### config.mk
export PLATFORM = sky130hd
export DESIGN_NAME = data_bus_sync
export DESIGN_NICKNAME = d
export VERILOG_FILES = /design/src/rtl/cdc_pkg.sv /design/src/rtl/sync_chain.sv /design/src/rtl/data_bus_sync.sv
export SDC_FILE = /design/constraint.sdc
export NUM_CORES = 1
export LEC_CHECK = 0
export ABC_AREA = 0
export CAP_MARGIN = 20
export CORE_AREA = 4 4 41 43
export CTS_BUF_LIST = sky130_fd_sc_hd__clkbuf_8
export CTS_CLUSTER_DIAMETER = 200
export CTS_CLUSTER_SIZE = 8
export DETAILED_ROUTE_END_ITERATION = 7
export DIE_AREA = 0 0 45 47
export PLACE_DENSITY_LB_ADDON = 0.3
export SETUP_SLACK_MARGIN = 0.5
export SLEW_MARGIN = 20
export SYNTH_ARGS = -nofsm -noshare
export SYNTH_HDL_FRONTEND = slang
export SYNTH_SLANG_ARGS = --single-unit
### constraint.sdc
create_clock -name clk -period 1 [get_ports clk]
set_input_delay 0.2 -clock clk [delete_from_list [all_inputs] [get_ports clk]]
set_output_delay 0.2 -clock clk [all_outputs]
set_load 0.02 [all_outputs]
### src/rtl/cdc_pkg.sv
// Shared constants for clock-domain-crossing blocks: default widths and legal
// synchronizer depth range.
package cdc_pkg;

  localparam int SYNC_STAGES_DEF = 2;
  localparam int BUS_WIDTH_DEF   = 8;
  localparam int SYNC_STAGES_MIN = 2;
  localparam int SYNC_STAGES_MAX = 4;

endpackage

### src/rtl/sync_chain.sv
// Generic 1-bit multi-flop synchronizer with synchronous active-low clear.
// q is the last stage; d is sampled into stage 0 every clk.
module sync_chain
  import cdc_pkg::*;
#(
  parameter int NUM_STAGES = SYNC_STAGES_DEF
) (
  input  logic clk,
  input  logic rst,
  input  logic d,
  output logic q
);

  // Too few stages defeats metastability settling; too many only adds latency.
  if ((NUM_STAGES < SYNC_STAGES_MIN) || (NUM_STAGES > SYNC_STAGES_MAX)) begin : g_bad_stages
    $error("sync_chain: NUM_STAGES out of legal range");
  end

  logic [NUM_STAGES-1:0] stage_q;
  logic [NUM_STAGES-1:0] stage_d;

  always_comb begin
    stage_d = {stage_q[NUM_STAGES-2:0], d};
  end

  always_ff @(posedge clk) begin
    if (!rst) begin
      stage_q <= '0;
    end else begin
      stage_q <= stage_d;
    end
  end

  assign q = stage_q[NUM_STAGES-1];

endmodule

### src/rtl/data_bus_sync.sv
// Destination-domain bus synchronizer: syncs the enable, captures the bus on its
// rising edge and emits a one-clk pulse. Optional toggle ack via DATA_BUS_SYNC_ACK_EN.
module data_bus_sync
  import cdc_pkg::*;
#(
  parameter int NUM_STAGES = SYNC_STAGES_DEF,
  parameter int BUS_WIDTH  = BUS_WIDTH_DEF
) (
  input  logic                 clk,
  input  logic                 rst,
  input  logic [BUS_WIDTH-1:0] unsync_bus,
  input  logic                 unsync_bus_en,
  output logic [BUS_WIDTH-1:0] sync_bus,
  output logic                 enable_pulse
`ifdef DATA_BUS_SYNC_ACK_EN
  ,
  output logic                 bus_ack
`endif
);

  logic                 synced_en;
  logic                 rising;
  logic                 pulse_ff_q;
  logic                 pulse_ff_d;
  logic                 enable_pulse_q;
  logic                 enable_pulse_d;
  logic [BUS_WIDTH-1:0] sync_bus_q;
  logic [BUS_WIDTH-1:0] sync_bus_d;

  sync_chain #(
    .NUM_STAGES(NUM_STAGES)
  ) u_en_sync (
    .clk(clk),
    .rst(rst),
    .d  (unsync_bus_en),
    .q  (synced_en)
  );

  // The bus is only sampled on the synced rising edge, when it is guaranteed stable.
  always_comb begin
    rising         = synced_en & ~pulse_ff_q;
    pulse_ff_d     = synced_en;
    enable_pulse_d = rising;
    if (rising) begin
      sync_bus_d = unsync_bus;
    end else begin
      sync_bus_d = sync_bus_q;
    end
  end

  always_ff @(posedge clk) begin
    if (!rst) begin
      pulse_ff_q     <= 1'b0;
      enable_pulse_q <= 1'b0;
      sync_bus_q     <= '0;
    end else begin
      pulse_ff_q     <= pulse_ff_d;
      enable_pulse_q <= enable_pulse_d;
      sync_bus_q     <= sync_bus_d;
    end
  end

  assign sync_bus     = sync_bus_q;
  assign enable_pulse = enable_pulse_q;

`ifdef DATA_BUS_SYNC_ACK_EN
  logic bus_ack_q;
  logic bus_ack_d;

  // Toggle per delivered word; the source resynchronizes this and compares levels.
  always_comb begin
    if (enable_pulse_q) begin
      bus_ack_d = ~bus_ack_q;
    end else begin
      bus_ack_d = bus_ack_q;
    end
  end

  always_ff @(posedge clk) begin
    if (!rst) begin
      bus_ack_q <= 1'b0;
    end else begin
      bus_ack_q <= bus_ack_d;
    end
  end

  assign bus_ack = bus_ack_q;
`endif

endmodule

==> key figures, run 1 <==
Worst setup path
  • Critical Path Fanout Max: 8
  • R2R Setup Slk: 0.08 ns
  • Cells on worst reg2reg path: 3
  • Arrival @ worst endpoint: 1.06 ns
  • Required @ worst endpoint: 1.15 ns
  • Worst Setup End Kind: flop
  • Setup crit start kind: flop
  • Reg2reg end: sync_bus[3]$_SDFFE_PN0P_
  • Reg2reg start: u_en_sync.stage_q[1]$_SDFF_PN0_
  • Kind of critical path: flop to flop

CTS
  • Hold Buf Count CTS: 0
  • Sink Count: 12
  • Total CTS buffers: 3
  • CTS tree: yes
  • H-tree Lvls: 1
  • Clk buf depth: 2
  • Latest clock arrival within the worst-skew pair: 0.23 ns
  • Root Driver: clkbuf_8
  • Clk pin slew, worst setup/hold paths: 0.05 ns

Logic synthesis
  • Synth Instances: 44
  • Post-Synth Adder-Cell Area: 0
  • Syn Area/Cell: 10.1 um2
  • Sequential fraction of the synthesis area: 0.541
  • Syn nets: 55
  • Synth cell types: 8
  • XOR/XNOR share of the synthesized area: 0
  • Synth Warn #: 0
  • Combinational family with the most area after synthesis: simple AND/OR/NAND/NOR gates
  • Synth Area in Simple Gates: 0.211
  • Syn Std Cell Area: 444 um2
  • Complex-gate fraction of the synthesized area: 0
  • Mux cell area share after synthesis: 0.180
  • #FFs+latches synth: 12

Timing
  • Fin. Hold Viols: 0
  • Period minus WS final: 0.918 ns
  • Slew Viols, Final: 0
  • Endpoints failing setup: 0
  • RSZ-0062 raised after global routing: true
  • Rel. slew slack: 0.891
  • Tightest Pin Transition: 0.160 ns
  • Skew final: 0.000973 ns
  • Final period utilization: 0.918
  • Max Clock Freq: 1090 MHz

Global routing
  • Antenna violations before repair: 0
  • Vias in the first global route: 385
  • All-Layer GR Usage: 0.111
  • Remaining global-route overflow: 0
  • First-pass GRT wire length: 1.61 mm
  • Largest net degree at the start of global routing: 9

Die
  • Core outline area: 1300 um2
  • Die width: 45 um
  • Initial Util: 0.341
  • I/O Pins: 20
  • Die area: 2120 um2
  • Site Rows: 13
  • Die Y: 47 um

Route
  • Final ANT Viol Nets: 0
  • DRC violations left: 0
  • DRT Wirelength: 988 um
  • DR WL/cell: 11.1 um
  • Via-per-instance ratio: 4.26
  • Vias: 379
  • Detailed-router iteration count before antenna repair: 4
  • First DRT Iteration DRCs: 8

Finish
  • Register area: 256 um2
  • FILL cells: 133
  • Ant diodes: 0
  • Fin nets: 86
  • Finished Layout Cells: 89
  • Design Area, Final: 811 um2
  • Share of layout cells above drive strength 1: 0.514
  • Layout area overhead: 82.5%
  • Footprint of the multi-input gates: 185 um2

Pwr
  • Maximum vdd ir drop: 0.670 mV
  • Total power draw: 1.17 mW
  • Cell Pwr Density: 1450 nW/um2
  • Leak pwr: 0.353 nW

Placed design
  • Placed cell area: 662 um2
  • I/O Buffers: 19
  • Routability cong.: 0.599
  • Dpl cells: 79
  • DP HPWL: 618 um

Hold path
  • Min-delay src: unsync_bus_en
  • HP Class: input pin to flop
  • Hold endpoint: u_en_sync.stage_q[0]$_SDFF_PN0_
  • Depth of the worst hold-timing path: 2

Flow run
  • Max cap viols: 0

Status
  • Status: complete, no violations
## power breakdown
part	switching (mW)	internal (mW)
clock	0.161	0.346
combinational	0.0579	0.0994
sequential	0.0104	0.497
## flip-flops by register name (all words and copies together), names as in the netlist
signal,flops
pulse_ff_q,1
sync_bus,8
enable_pulse,1
u_en_sync.stage_q,2
## cell usage in the layout, fill, tap and decap left out, types with 2 or more instances in the layout
cell / count
buf_4: 4
buf_2: 2
mux2i_1: 7
clkbuf_8: 4
buf_6: 13
nand2_1: 16
clkdlybuf4s50_1: 8
and2_1: 2
dfxtp_2: 10
## through the flow
step                      worst slack, ns  setup TNS [ns]  utilization  hold WS, ns
after CTS                           0.104               0        0.609        0.278
final                              0.0821               0        0.623        0.280
after floorplan                     0.207               0            -        0.327
after global placement             -0.149           -1.80        0.509        0.432
after detailed placement           -0.158           -1.96        0.509        0.434
after global routing               0.0571               0        0.623        0.286
## cell usage after synthesis
cell	instances	area, um2
nand2_1	16	60.1
dfxtp_1	12	240
mux2i_1	8	80.1
and2_1	3	18.8
buf_6	2	22.5
buf_4	1	7.51
nor2b_1	1	6.26
nor2b_2	1	8.76
## logic make-up after synthesis
kind of cell / after synthesis
buffers and inverters: 3
flip-flops: 12
multiplexers: 8
AND/OR/NAND/NOR: 21
## worst max-delay path, stage by stage, from the launching register on
cell,delay (ns)
dfxtp_2,0.32
nor2b_4,0.15
buf_12,0.14
mux2i_2,0.22
## repair_timing
item                                    4_1_cts  5_1_grt
pin swaps                                     3        0
resized for setup                            72        4
buffers inserted                              3        1
gates cloned                                  2        0
endpoints found under the setup margin       21       21
## worst max path at each step
| stage | startpoint | end | cells past startpoint |
|---|---|---|---|
| floorplan | u_en_sync.stage_q[1]$_SDFF_PN0_ | sync_bus[0]$_SDFFE_PN0P_ | 3 |
| global placement | rst | enable_pulse$_SDFF_PN0_ | 4 |
| detailed placement | rst | enable_pulse$_SDFF_PN0_ | 4 |
| CTS | sync_bus[3]$_SDFFE_PN0P_ | sync_bus[3] | 1 |
| global route | u_en_sync.stage_q[1]$_SDFF_PN0_ | sync_bus[3]$_SDFFE_PN0P_ | 3 |
| finish | u_en_sync.stage_q[1]$_SDFF_PN0_ | sync_bus[3]$_SDFFE_PN0P_ | 3 |
## layout make-up
cell class,instances,share of cell area
Tap cell,15,0.0231
Sequential cell,12,0.316
Multi-Input combinational cell,29,0.228
Clock buffer,4,0.0679
Timing Repair Buffer,29,0.364
## layer usage
metal / vias to the layer above / global-route usage / share of wire
met2: 17 / 0.172 / 0.45
met1: 163 / 0.140 / 0.45
met4: 0 / 0.0526 / 0
li1: 199 / - / -
met3: 0 / 0.0345 / 0.095
met5: - / 0 / 0
No activity file was read; power rests on OpenSTA's default activity.
==> inputs of run 2 (changes only) <==
--- a/config.mk
+++ b/config.mk
@@ -10,7 +10,7 @@
 export CORE_AREA = 4 4 41 43
 export CTS_BUF_LIST = sky130_fd_sc_hd__clkbuf_8
 export CTS_CLUSTER_DIAMETER = 200
-export CTS_CLUSTER_SIZE = 8
+export CTS_CLUSTER_SIZE = 10
 export DETAILED_ROUTE_END_ITERATION = 7
 export DIE_AREA = 0 0 45 47
 export PLACE_DENSITY_LB_ADDON = 0.3
==> results of run 2 <==
Final layout, timing and power as in run 1 (identical DEF).
==> inputs of run 3 (changes only) <==
--- a/config.mk
+++ b/config.mk
@@ -6,14 +6,14 @@
 export NUM_CORES = 1
 export LEC_CHECK = 0
 export ABC_AREA = 0
-export CAP_MARGIN = 20
 export CORE_AREA = 4 4 41 43
 export CTS_BUF_LIST = sky130_fd_sc_hd__clkbuf_8
 export CTS_CLUSTER_DIAMETER = 200
 export CTS_CLUSTER_SIZE = 10
 export DETAILED_ROUTE_END_ITERATION = 7
 export DIE_AREA = 0 0 45 47
-export PLACE_DENSITY_LB_ADDON = 0.3
+export MAX_ROUTING_LAYER = met4
+export PLACE_DENSITY = 0.67
 export SETUP_SLACK_MARGIN = 0.5
 export SLEW_MARGIN = 20
 export SYNTH_ARGS = -nofsm -noshare
==> key figures, run 3 (synthesis gave the netlist of run 1 again) <==
Die
  • Site Rows: 13
  • Die area: 2120 um2
  • Die Y: 47 um
  • Die width: 45 um
  • I/O Pins: 20
  • Core outline area: 1300 um2
  • Initial Util: 0.341

Placed design
  • Post-Place Worst Slack: -0.154 ns
  • DP HPWL: 611 um
  • I/O Buffers: 19
  • Routability cong.: 0.650

Global routing
  • First-pass GRT wire length: 1.72 mm
  • Largest net degree at the start of global routing: 9
  • Antenna violations before repair: 0
  • All-Layer GR Usage: 0.118
  • Remaining global-route overflow: 0
  • Vias in the first global route: 378

CTS
  • Latest clock arrival within the worst-skew pair: 0.24 ns
  • H-tree Lvls: 1
  • CTS tree: yes
  • Total CTS buffers: 3
  • Clk buf depth: 2
  • Hold Buf Count CTS: 0
  • Root Driver: clkbuf_8
  • Sink Count: 12
  • Clk pin slew, worst setup/hold paths: 0.06 ns

Route
  • Detailed-router iteration count before antenna repair: 2
  • Vias: 382
  • First DRT Iteration DRCs: 3
  • Via-per-instance ratio: 4.39
  • DRC violations left: 0
  • DR WL/cell: 11.4 um
  • Final ANT Viol Nets: 0
  • DRT Wirelength: 994 um

Worst setup path
  • Required @ worst endpoint: 1.16 ns
  • Worst Setup End Kind: flop
  • Arrival @ worst endpoint: 1.07 ns
  • Kind of critical path: flop to flop
  • Setup crit start kind: flop
  • Critical Path Fanout Max: 4

Timing
  • Max Clock Freq: 1090 MHz
  • RSZ-0062 raised after global routing: true
  • Tightest Pin Transition: 0.143 ns
  • Rel. slew slack: 0.902
  • Skew final: 0.00509 ns
  • Fin. Hold Viols: 0
  • Endpoints failing setup: 0
  • Slew Viols, Final: 0
  • Period minus WS final: 0.913 ns
  • Final period utilization: 0.913
  • Final WS setup: 0.0865 ns

Finish
  • Layout area overhead: 77.2%
  • FILL cells: 124
  • Commonest non-fill, non-tap cell in the layout: nand2_1
  • Footprint of the multi-input gates: 184 um2
  • Ant diodes: 0
  • Share of layout cells above drive strength 1: 0.514
  • Final design utilization: 0.605
  • Register area: 258 um2
  • Commonest non-fill, non-tap cells in the layout: nand2_1 (16), buf_6 (14), dfxtp_2 (11)
  • Fin nets: 84
  • Max reg flops: 8

Status
  • Status: complete, no violations

Flow run
  • Max cap viols: 0

Hold path
  • HP Class: input pin to flop

Pwr
  • Maximum vdd ir drop: 1.02 mV
  • Leak pwr: 0.340 nW
  • Cell Pwr Density: 1500 nW/um2
run 3: critical path, stage by stage (launching register included):
cell,delay (ns)
dfxtp_2,0.32
nor2b_4,0.18
buf_6,0.14
mux2i_1,0.20
run 3: per-stage QoR:
stage	area (um2)	power (mW)	setup TNS (ns)	hold slack, ns	instances
after floorplan	460	0.576	0	0.327	44
final	787	1.18	0	0.281	87
after global routing	787	1.23	0	0.315	87
after detailed placement	647	0.638	-2.29	0.448	77
after global placement	647	0.637	-2.11	0.441	77
after CTS	767	1.18	0	0.286	85
run 3: final cells by class:
| class | count | share of cell area |
|---|---|---|
| multi-input combinational | 29 | 0.234 |
| tap | 15 | 0.0238 |
| timing repair buffer | 27 | 0.345 |
| sequential | 12 | 0.328 |
| clock buffer | 4 | 0.0700 |
run 3: path summary, 6_finish.rpt:
| path | from | slack, ns | cells after the start | to |
|---|---|---|---|---|
| max reg2reg | u_en_sync.stage_q[1]$_SDFF_PN0_ | 0.09 | 3 | sync_bus[3]$_SDFFE_PN0P_ |
| max | u_en_sync.stage_q[1]$_SDFF_PN0_ | 0.09 | 3 | sync_bus[3]$_SDFFE_PN0P_ |
| min | unsync_bus_en | 0.28 | 2 | u_en_sync.stage_q[0]$_SDFF_PN0_ |
| min reg2reg | pulse_ff_q$_SDFF_PN0_ | 0.44 | 1 | enable_pulse$_SDFF_PN0_ |
run 3: report_power, final:
part | internal [mW] | switching [mW] | leakage [nW]
clock | 0.347 | 0.176 | 0.0288
sequential | 0.497 | 0.0108 | 0.103
combinational | 0.0929 | 0.0556 | 0.208
run 3: routing by layer:
metal  wire length [um]  global-route usage  vias up
met4                  0              0.0351        0
met3                 87              0.0345        0
met1                422               0.141      173
met5                  0                   -        -
li1                   -                   -      194
met2                484               0.192       15
run 3: repair_timing:
| action | 4_1_cts | 5_1_grt |
|---|---|---|
| setup endpoints to repair | 21 | 20 |
| resized for setup | 74 | 3 |
| pin swaps | 2 | 0 |
| cloned | 1 | 0 |
| setup buffers | 3 | 2 |
